$ cat src/rtl/sid_bus_pkg.sv
// rtl/sid_bus_pkg.sv - SID register map, bus field layout and responder FSM states
package sid_bus_pkg;

    localparam logic [4:0] ADDR_V1_BASE  = 5'h00;
    localparam logic [4:0] ADDR_V2_BASE  = 5'h07;
    localparam logic [4:0] ADDR_V3_BASE  = 5'h0E;
    localparam logic [4:0] ADDR_FC_LO    = 5'h15;
    localparam logic [4:0] ADDR_FC_HI    = 5'h16;
    localparam logic [4:0] ADDR_RES_FILT = 5'h17;
    localparam logic [4:0] ADDR_MODE_VOL = 5'h18;
    localparam logic [4:0] ADDR_POTX     = 5'h19;
    localparam logic [4:0] ADDR_POTY     = 5'h1A;
    localparam logic [4:0] ADDR_OSC3     = 5'h1B;
    localparam logic [4:0] ADDR_ENV3     = 5'h1C;
    localparam logic [4:0] LAST_WR_REG   = 5'h18;

    localparam int BUS_FIELDS_W = 15;

    typedef struct packed {
        logic       cs_n;
        logic       rw;
        logic [4:0] addr;
        logic [7:0] data;
    } bus_fields_t;

    typedef enum logic [1:0] {
        ST_IDLE = 2'd0,
        ST_HIGH = 2'd1,
        ST_READ = 2'd2
    } bus_state_t;

    function automatic logic is_wr_reg(input logic [4:0] addr);
        return addr <= LAST_WR_REG;
    endfunction

endpackage

$ cat src/rtl/sid_bus_sync.sv
// rtl/sid_bus_sync.sv - multi-bit bus synchronizer with phi2 rise/fall pulse generation
module sid_bus_sync #(
    parameter int SYNC_STAGES = 2,
    parameter int W           = 15
) (
    input  logic         clk,
    input  logic         rst_n,
    input  logic         i_phi2,
    input  logic [W-1:0] i_bus,
    output logic         o_phi2,
    output logic [W-1:0] o_bus,
    output logic         o_rise,
    output logic         o_fall
);

    // phi2 travels in the same chain as the bus fields so all stay cycle-aligned.
    logic [SYNC_STAGES-1:0][W:0] r_stage;
    logic                        r_phi2_d;

    always_ff @(posedge clk or negedge rst_n) begin
        if (!rst_n) begin
            r_stage  <= '0;
            r_phi2_d <= 1'b0;
        end else begin
            r_stage[0] <= {i_phi2, i_bus};
            for (int i = 1; i < SYNC_STAGES; i++) begin
                r_stage[i] <= r_stage[i-1];
            end
            r_phi2_d <= r_stage[SYNC_STAGES-1][W];
        end
    end

    assign o_phi2 = r_stage[SYNC_STAGES-1][W];
    assign o_bus  = r_stage[SYNC_STAGES-1][W-1:0];
    assign o_rise = o_phi2 & ~r_phi2_d;
    assign o_fall = ~o_phi2 & r_phi2_d;

endmodule

$ cat src/rtl/sid_bus_responder.sv
// rtl/sid_bus_responder.sv - device side of the SID bus: write strobes, register reads, decaying bus latch
module sid_bus_responder #(
    parameter int SYNC_STAGES  = 2,
    parameter int DECAY_CYCLES = 2000,
    parameter int DECAY_W      = 11
) (
    input  logic       dcm_clk,
    input  logic       sid_notres,
    input  logic       sid_clk,
    input  logic       sid_notcs,
    input  logic       sid_rw,
    input  logic [4:0] sid_addr,
    input  logic [7:0] sid_data_in,
    input  logic [7:0] pot_x,
    input  logic [7:0] pot_y,
    input  logic [7:0] osc3,
    input  logic [7:0] env3,
    output logic [7:0] sid_data_out,
    output logic       sid_data_oe,
    output logic       reg_wr_stb,
    output logic [4:0] reg_wr_addr,
    output logic [7:0] reg_wr_data
);

    import sid_bus_pkg::*;

    logic              w_phi2;
    logic              w_rise;
    logic              w_fall;
    bus_fields_t       w_sync_bus;
    bus_fields_t       r_cap;
    bus_state_t        r_state;
    bus_state_t        w_state_nxt;
    logic              w_do_read;
    logic              w_do_write;
    logic [7:0]        w_rd_mux;
    logic [7:0]        r_latch;
    logic [DECAY_W-1:0] r_decay;
    logic [7:0]        r_data_out;
    logic              r_data_oe;
    logic              r_wr_stb;
    logic [4:0]        r_wr_addr;
    logic [7:0]        r_wr_data;

    sid_bus_sync #(
        .SYNC_STAGES(SYNC_STAGES),
        .W          (BUS_FIELDS_W)
    ) u_sync (
        .clk   (dcm_clk),
        .rst_n (sid_notres),
        .i_phi2(sid_clk),
        .i_bus ({sid_notcs, sid_rw, sid_addr, sid_data_in}),
        .o_phi2(w_phi2),
        .o_bus (w_sync_bus),
        .o_rise(w_rise),
        .o_fall(w_fall)
    );

    // Capture tracks the bus while phi2 is high, so at the fall it holds the last high-phase values.
    always_ff @(posedge dcm_clk or negedge sid_notres) begin
        if (!sid_notres) begin
            r_cap      <= '0;
            r_cap.cs_n <= 1'b1;
        end else if (w_phi2) begin
            r_cap <= w_sync_bus;
        end
    end

    always_comb begin
        case (w_sync_bus.addr)
            ADDR_POTX: w_rd_mux = pot_x;
            ADDR_POTY: w_rd_mux = pot_y;
            ADDR_OSC3: w_rd_mux = osc3;
            ADDR_ENV3: w_rd_mux = env3;
            default:   w_rd_mux = r_latch;
        endcase
    end

    always_ff @(posedge dcm_clk or negedge sid_notres) begin
        if (!sid_notres) begin
            r_state <= ST_IDLE;
        end else begin
            r_state <= w_state_nxt;
        end
    end

    always_comb begin
        w_state_nxt = r_state;
        w_do_read   = 1'b0;
        w_do_write  = 1'b0;
        case (r_state)
            ST_IDLE: begin
                if (w_rise) begin
                    if (!w_sync_bus.cs_n && w_sync_bus.rw) begin
                        w_do_read   = 1'b1;
                        w_state_nxt = ST_READ;
                    end else begin
                        w_state_nxt = ST_HIGH;
                    end
                end
            end
            ST_HIGH: begin
                if (w_fall) begin
                    w_do_write  = !r_cap.cs_n && !r_cap.rw;
                    w_state_nxt = ST_IDLE;
                end
            end
            ST_READ: begin
                if (w_fall) begin
                    w_state_nxt = ST_IDLE;
                end
            end
            default: w_state_nxt = ST_IDLE;
        endcase
    end

    always_ff @(posedge dcm_clk or negedge sid_notres) begin
        if (!sid_notres) begin
            r_data_out <= 8'h00;
            r_data_oe  <= 1'b0;
        end else if (w_do_read) begin
            r_data_out <= w_rd_mux;
            r_data_oe  <= 1'b1;
        end else if (r_state == ST_READ && w_fall) begin
            r_data_oe  <= 1'b0;
        end
    end

    // A write on the expiring fall takes priority over the decay clear.
    always_ff @(posedge dcm_clk or negedge sid_notres) begin
        if (!sid_notres) begin
            r_latch   <= 8'h00;
            r_decay   <= '0;
            r_wr_stb  <= 1'b0;
            r_wr_addr <= 5'h00;
            r_wr_data <= 8'h00;
        end else begin
            r_wr_stb <= 1'b0;
            if (w_do_write) begin
                r_latch <= r_cap.data;
                r_decay <= DECAY_CYCLES[DECAY_W-1:0];
                if (is_wr_reg(r_cap.addr)) begin
                    r_wr_stb  <= 1'b1;
                    r_wr_addr <= r_cap.addr;
                    r_wr_data <= r_cap.data;
                end
            end else if (w_fall && r_decay != '0) begin
                r_decay <= r_decay - DECAY_W'(1);
                if (r_decay == DECAY_W'(1)) begin
                    r_latch <= 8'h00;
                end
            end
        end
    end

    assign sid_data_out = r_data_out;
    assign sid_data_oe  = r_data_oe;
    assign reg_wr_stb   = r_wr_stb;
    assign reg_wr_addr  = r_wr_addr;
    assign reg_wr_data  = r_wr_data;

endmodule

$ cat config.mk
export PLATFORM = sky130hd
export DESIGN_NAME = sid_bus_responder
export DESIGN_NICKNAME = d
export VERILOG_FILES = /design/src/rtl/sid_bus_pkg.sv /design/src/rtl/sid_bus_sync.sv /design/src/rtl/sid_bus_responder.sv
export SDC_FILE = /design/constraint.sdc
export NUM_CORES = 1
export LEC_CHECK = 0
export ABC_AREA = 1
export BUFFER_PORTS_ARGS = -buffer_cell sky130_fd_sc_hd__buf_2
export CORE_UTILIZATION = 35
export DETAILED_ROUTE_END_ITERATION = 10
export PLACE_DENSITY = 0.6
export REMOVE_ABC_BUFFERS = 1
export SETUP_SLACK_MARGIN = 0.05
export SLEW_MARGIN = 40
export SYNTH_ARGS = -nofsm -noshare
export SYNTH_HDL_FRONTEND = slang
export SYNTH_SLANG_ARGS = --single-unit
export TNS_END_PERCENT = 20
$ cat constraint.sdc
create_clock -name dcm_clk -period 1.4 [get_ports dcm_clk]
set_input_delay 0.21 -clock dcm_clk [delete_from_list [all_inputs] [get_ports dcm_clk]]
set_output_delay 0.21 -clock dcm_clk [all_outputs]
set_load 0.005 [all_outputs]
==> flow_metrics.env <==
export IMPL_timing_hold_worst_class="primary input to flip-flop"
export IMPL_synth_async_reset_ratio=1.00
export IMPL_worstSetupEndpointType="flip-flop"
export IMPL_grt_max_degree=37
export IMPL_ys_dominant_reg_cell="sky130_fd_sc_hd__dfrtp_1"
export IMPL_syn_area_per_cell_um2=9.03
export IMPL_syn_cell_area_um2=3920
export IMPL_final_antenna_net_count=0
export IMPL_netlist_area_leader_share=0.581
export IMPL_seq_area_frac_synth=0.588
export IMPL_ctsHtreeMaxLevel=3
export IMPL_hold_violations=0
export IMPL_power_frac_clock=0.218
export IMPL_hold_path_end="sid_data_out[6]"
export IMPL_drv_max_cap_violation_count=0
export IMPL_viasPerCell=4.57
export IMPL_layout_area_overhead_vs_synth_pct=37.9
export IMPL_synth_warnings=0
export IMPL_final_period_utilization=1.01
export IMPL_path_cells="inv_2 > ha_4 > nand2_4 > nor2_4 > nand2_1 > nand2_2 > nand2_8 > buf_6 > nand2_2 > nand2_1"
export IMPL_timing_clock_skew_ns=0.00729
export IMPL_clkSinkCount=92
export IMPL_final_critical_path_setup_slack_ns=-0.0209
export IMPL_synth_cell_types=29
export IMPL_clkSlewWorstSetupHoldPaths_ns=0.09
export IMPL_power_net_switching_w=0.00279
export IMPL_total_power_w=0.00836
export IMPL_min_delay_start="pot_y[6]"
export IMPL_num_vias=3306
export IMPL_max_freq_mhz=704
export IMPL_crit_path_start_kind="flip-flop"
export IMPL_seq_power_share=0.437
export IMPL_setup_tns_ns=-0.0298
export IMPL_final_net_count=634
export IMPL_cts_root_buffer_cell="sky130_fd_sc_hd__clkbuf_8"
export IMPL_final_core_occ=0.496
export IMPL_drv_slew=0
export IMPL_violated_checks="setup timing"
export IMPL_worst_slew_pin_transition_ns=0.280
export IMPL_die_area_um2=11600
export IMPL_static_leakage_power_nw=2.77
export IMPL_detail_route_wirelength_mm=9.29
export IMPL_std_cell_rows=38
export IMPL_ir_drop_v=0.000683
export IMPL_holdWs_ns=0.223
export IMPL_path_class="flip-flop to flip-flop"
export IMPL_finalWorstPathRequiredPeriod_ns=1.42
export IMPL_grt_remaining_overflow=0
export IMPL_timing_final_setup_violations=4
export IMPL_antenna_found_initial=0
export IMPL_wire_length_of_the_first_global_routing_pass_mm=15.2
export IMPL_synth_edf_count=0
export IMPL_io_pin_count=73
export IMPL_core_area_um2=10900
export IMPL_slew_headroom=0.813
export IMPL_grt_total_usage=0.169
export IMPL_kind_of_cell_adding_the_most_delay_to_the_critical_path="simple AND/OR/NAND/NOR gates"
export IMPL_drive_gt1_frac=0.348
export IMPL_run_status="finished, violations left"
export IMPL_ys_top_cells_by_area="sky130_fd_sc_hd__dfrtp_1 (58%), sky130_fd_sc_hd__nand2_1 (14%), sky130_fd_sc_hd__nand3_1 (5.0%)"
export IMPL_reg2regPathDepth=10
export IMPL_stdcell_count=724
export IMPL_insertion_delay_ns=0.35
export IMPL_comb_power_share=0.345
export IMPL_synthCells=434
export IMPL_first_pass_iters=4
export IMPL_tritoncts_num_buffers=9
export IMPL_drc_errors=0
export IMPL_cpPeakStageDelay_ns=0.39
export IMPL_worstPathBufferInverterCount=2
export IMPL_unrepaired_setup_endpoints_after_global_routing="true"
export IMPL_crit_required_ns=1.65
export IMPL_gp_routability_congestion=0.828
export IMPL_drt_iter0_drc=116
export IMPL_io_buffer_count=72
export IMPL_cts_tree="done"
export IMPL_power_report_internal_total_w=0.00557
export IMPL_hpwl_mm=6.40
export IMPL_critical_path_arrival_ns=1.67
export IMPL_cp_max_fo=8
export IMPL_first_global_vias=3296
export IMPL_die_width_um=108
export IMPL_p_sw_frac=0.333
export IMPL_avgRoutedWirePerCell_um=12.8
export IMPL_worstHoldPathCells=7
export IMPL_dp_cells=672
export IMPL_crit_slowest_cell="sky130_fd_sc_hd__dfrtp_1"
export IMPL_cts_max_path_buffers=2
export IMPL_ff2ff_setup_slack_ns=-0.02
export IMPL_fp_dieH_um=108
export IMPL_post_synth_top_area_cell="sky130_fd_sc_hd__dfrtp_1"
export IMPL_diodes=0
export IMPL_pwrdens_nw_per_um2=1550
export IMPL_start_util=0.360
export IMPL_r2r_end="r_decay[9]"
export IMPL_crit_reg_reg_startpoint="r_decay[1]"
export IMPL_ys_ff_latch=92
## per-stage QoR
step                      instance area, um^2  worst slack, ns
after floorplan                          3850           -0.389
after global placement                   4700          -0.0348
after detailed placement                 4700           -0.136
after CTS                                5270          0.00597
after global routing                     5410           -0.113
final                                    5410          -0.0209
## worst max-delay path by stage
stage,depth (start not counted),startpoint,to,slack [ns]
finish,10,r_decay[1],r_decay[9],-0.02
global route,9,r_decay[6],r_decay[4],-0.11
CTS,9,r_decay[6],r_decay[9],0.006
detailed placement,10,r_decay[0],r_decay[9],-0.14
global placement,10,r_decay[0],r_decay[9],-0.03
floorplan,6,u_sync.o_phi2,reg_wr_addr[3],-0.39
## cells by family after synthesis
group | after synthesis | synth area share
AND/OR/NAND/NOR | 251 | 0.284
flip-flops | 92 | 0.588
buffers and inverters | 44 | 0.0498
AO/OA/AOI/OAI | 39 | 0.0556
XOR/XNOR | 3 | 0.00671
adder cells (fa/ha/maj) | 5 | 0.0160
## layout make-up
type                       count  area (um^2)
sequential                    92         2310
clock buffer                  10          138
clock inverter                 6         72.6
timing repair buffer         142          988
fill                        1026         5480
multi-input combinational    300         1590
tap                          140          175
inverter                      34          133
## cell usage in the layout (no fill, tap or decap), types with 8 or more instances in the layout
cell,instances
sky130_fd_sc_hd__nand2_2,12
sky130_fd_sc_hd__o21ai_0,20
sky130_fd_sc_hd__buf_4,44
sky130_fd_sc_hd__buf_2,71
sky130_fd_sc_hd__nor2_2,8
sky130_fd_sc_hd__clkbuf_8,10
sky130_fd_sc_hd__o21ai_1,10
sky130_fd_sc_hd__nor2_1,28
sky130_fd_sc_hd__dlygate4sd3_1,17
sky130_fd_sc_hd__nand2_1,141
sky130_fd_sc_hd__nor2_4,8
sky130_fd_sc_hd__nand3_1,36
sky130_fd_sc_hd__dfrtp_1,86
sky130_fd_sc_hd__inv_1,26
## worst reg2reg max path, delay by kind of cell, from the launching register on
kind	cells	cell delay, ns
fa+ha+maj	1	0.15
buf+inv	2	0.22
flops	1	0.39
simple gates	7	0.56
## routing by layer
metal,part of all wire,global-route usage,vias to the layer above
met5,0,0,-
met4,0.011,0.0577,0
met3,0.038,0.0393,7
met2,0.50,0.279,61
met1,0.45,0.217,1574
li1,-,-,1664
## flip-flops by register name (all words and copies together), names as in the netlist
signal           cells
sid_data_oe          1
u_sync.r_stage      16
r_cap               15
r_decay             11
sid_data_out         8
r_latch              8
u_sync.o_phi2        1
reg_wr_data          8
u_sync.r_phi2_d      1
u_sync.o_bus        15
reg_wr_addr          5
reg_wr_stb           1
r_state              2
## cell usage after synthesis (2+ instances only)
master / count
sky130_fd_sc_hd__nand2_1: 149
sky130_fd_sc_hd__dfrtp_1: 91
sky130_fd_sc_hd__nand3_1: 39
sky130_fd_sc_hd__nor2_1: 34
sky130_fd_sc_hd__inv_1: 32
sky130_fd_sc_hd__o21ai_0: 26
sky130_fd_sc_hd__nand2_2: 8
sky130_fd_sc_hd__ha_1: 5
sky130_fd_sc_hd__nor2_2: 5
sky130_fd_sc_hd__nor2_4: 5
sky130_fd_sc_hd__o21ai_2: 5
sky130_fd_sc_hd__clkbuf_1: 4
sky130_fd_sc_hd__o21ai_1: 4
sky130_fd_sc_hd__buf_2: 3
sky130_fd_sc_hd__nand4_1: 3
sky130_fd_sc_hd__nor3_1: 3
sky130_fd_sc_hd__a21oi_1: 2
sky130_fd_sc_hd__buf_6: 2
sky130_fd_sc_hd__inv_2: 2
sky130_fd_sc_hd__nand3b_1: 2
sky130_fd_sc_hd__xnor2_1: 2
## power by group through the flow
stage                     registers [W]  logic, W  clock network, W
final                           0.00365   0.00289           0.00182
after global routing            0.00372   0.00324           0.00199
after CTS                       0.00363   0.00279           0.00188
after detailed placement        0.00365   0.00247                 0
after global placement          0.00364   0.00241                 0
after floorplan                 0.00366   0.00125                 0
## repair_timing
action	CTS	global route
cloned	1	1
buffers inserted	10	7
endpoints found under the hold margin	107	0
resized for setup	34	27
endpoints found under the setup margin	41	43
hold buffers	17	0
pin swaps	18	15
Note: power is estimated with default switching activity, not from simulation.
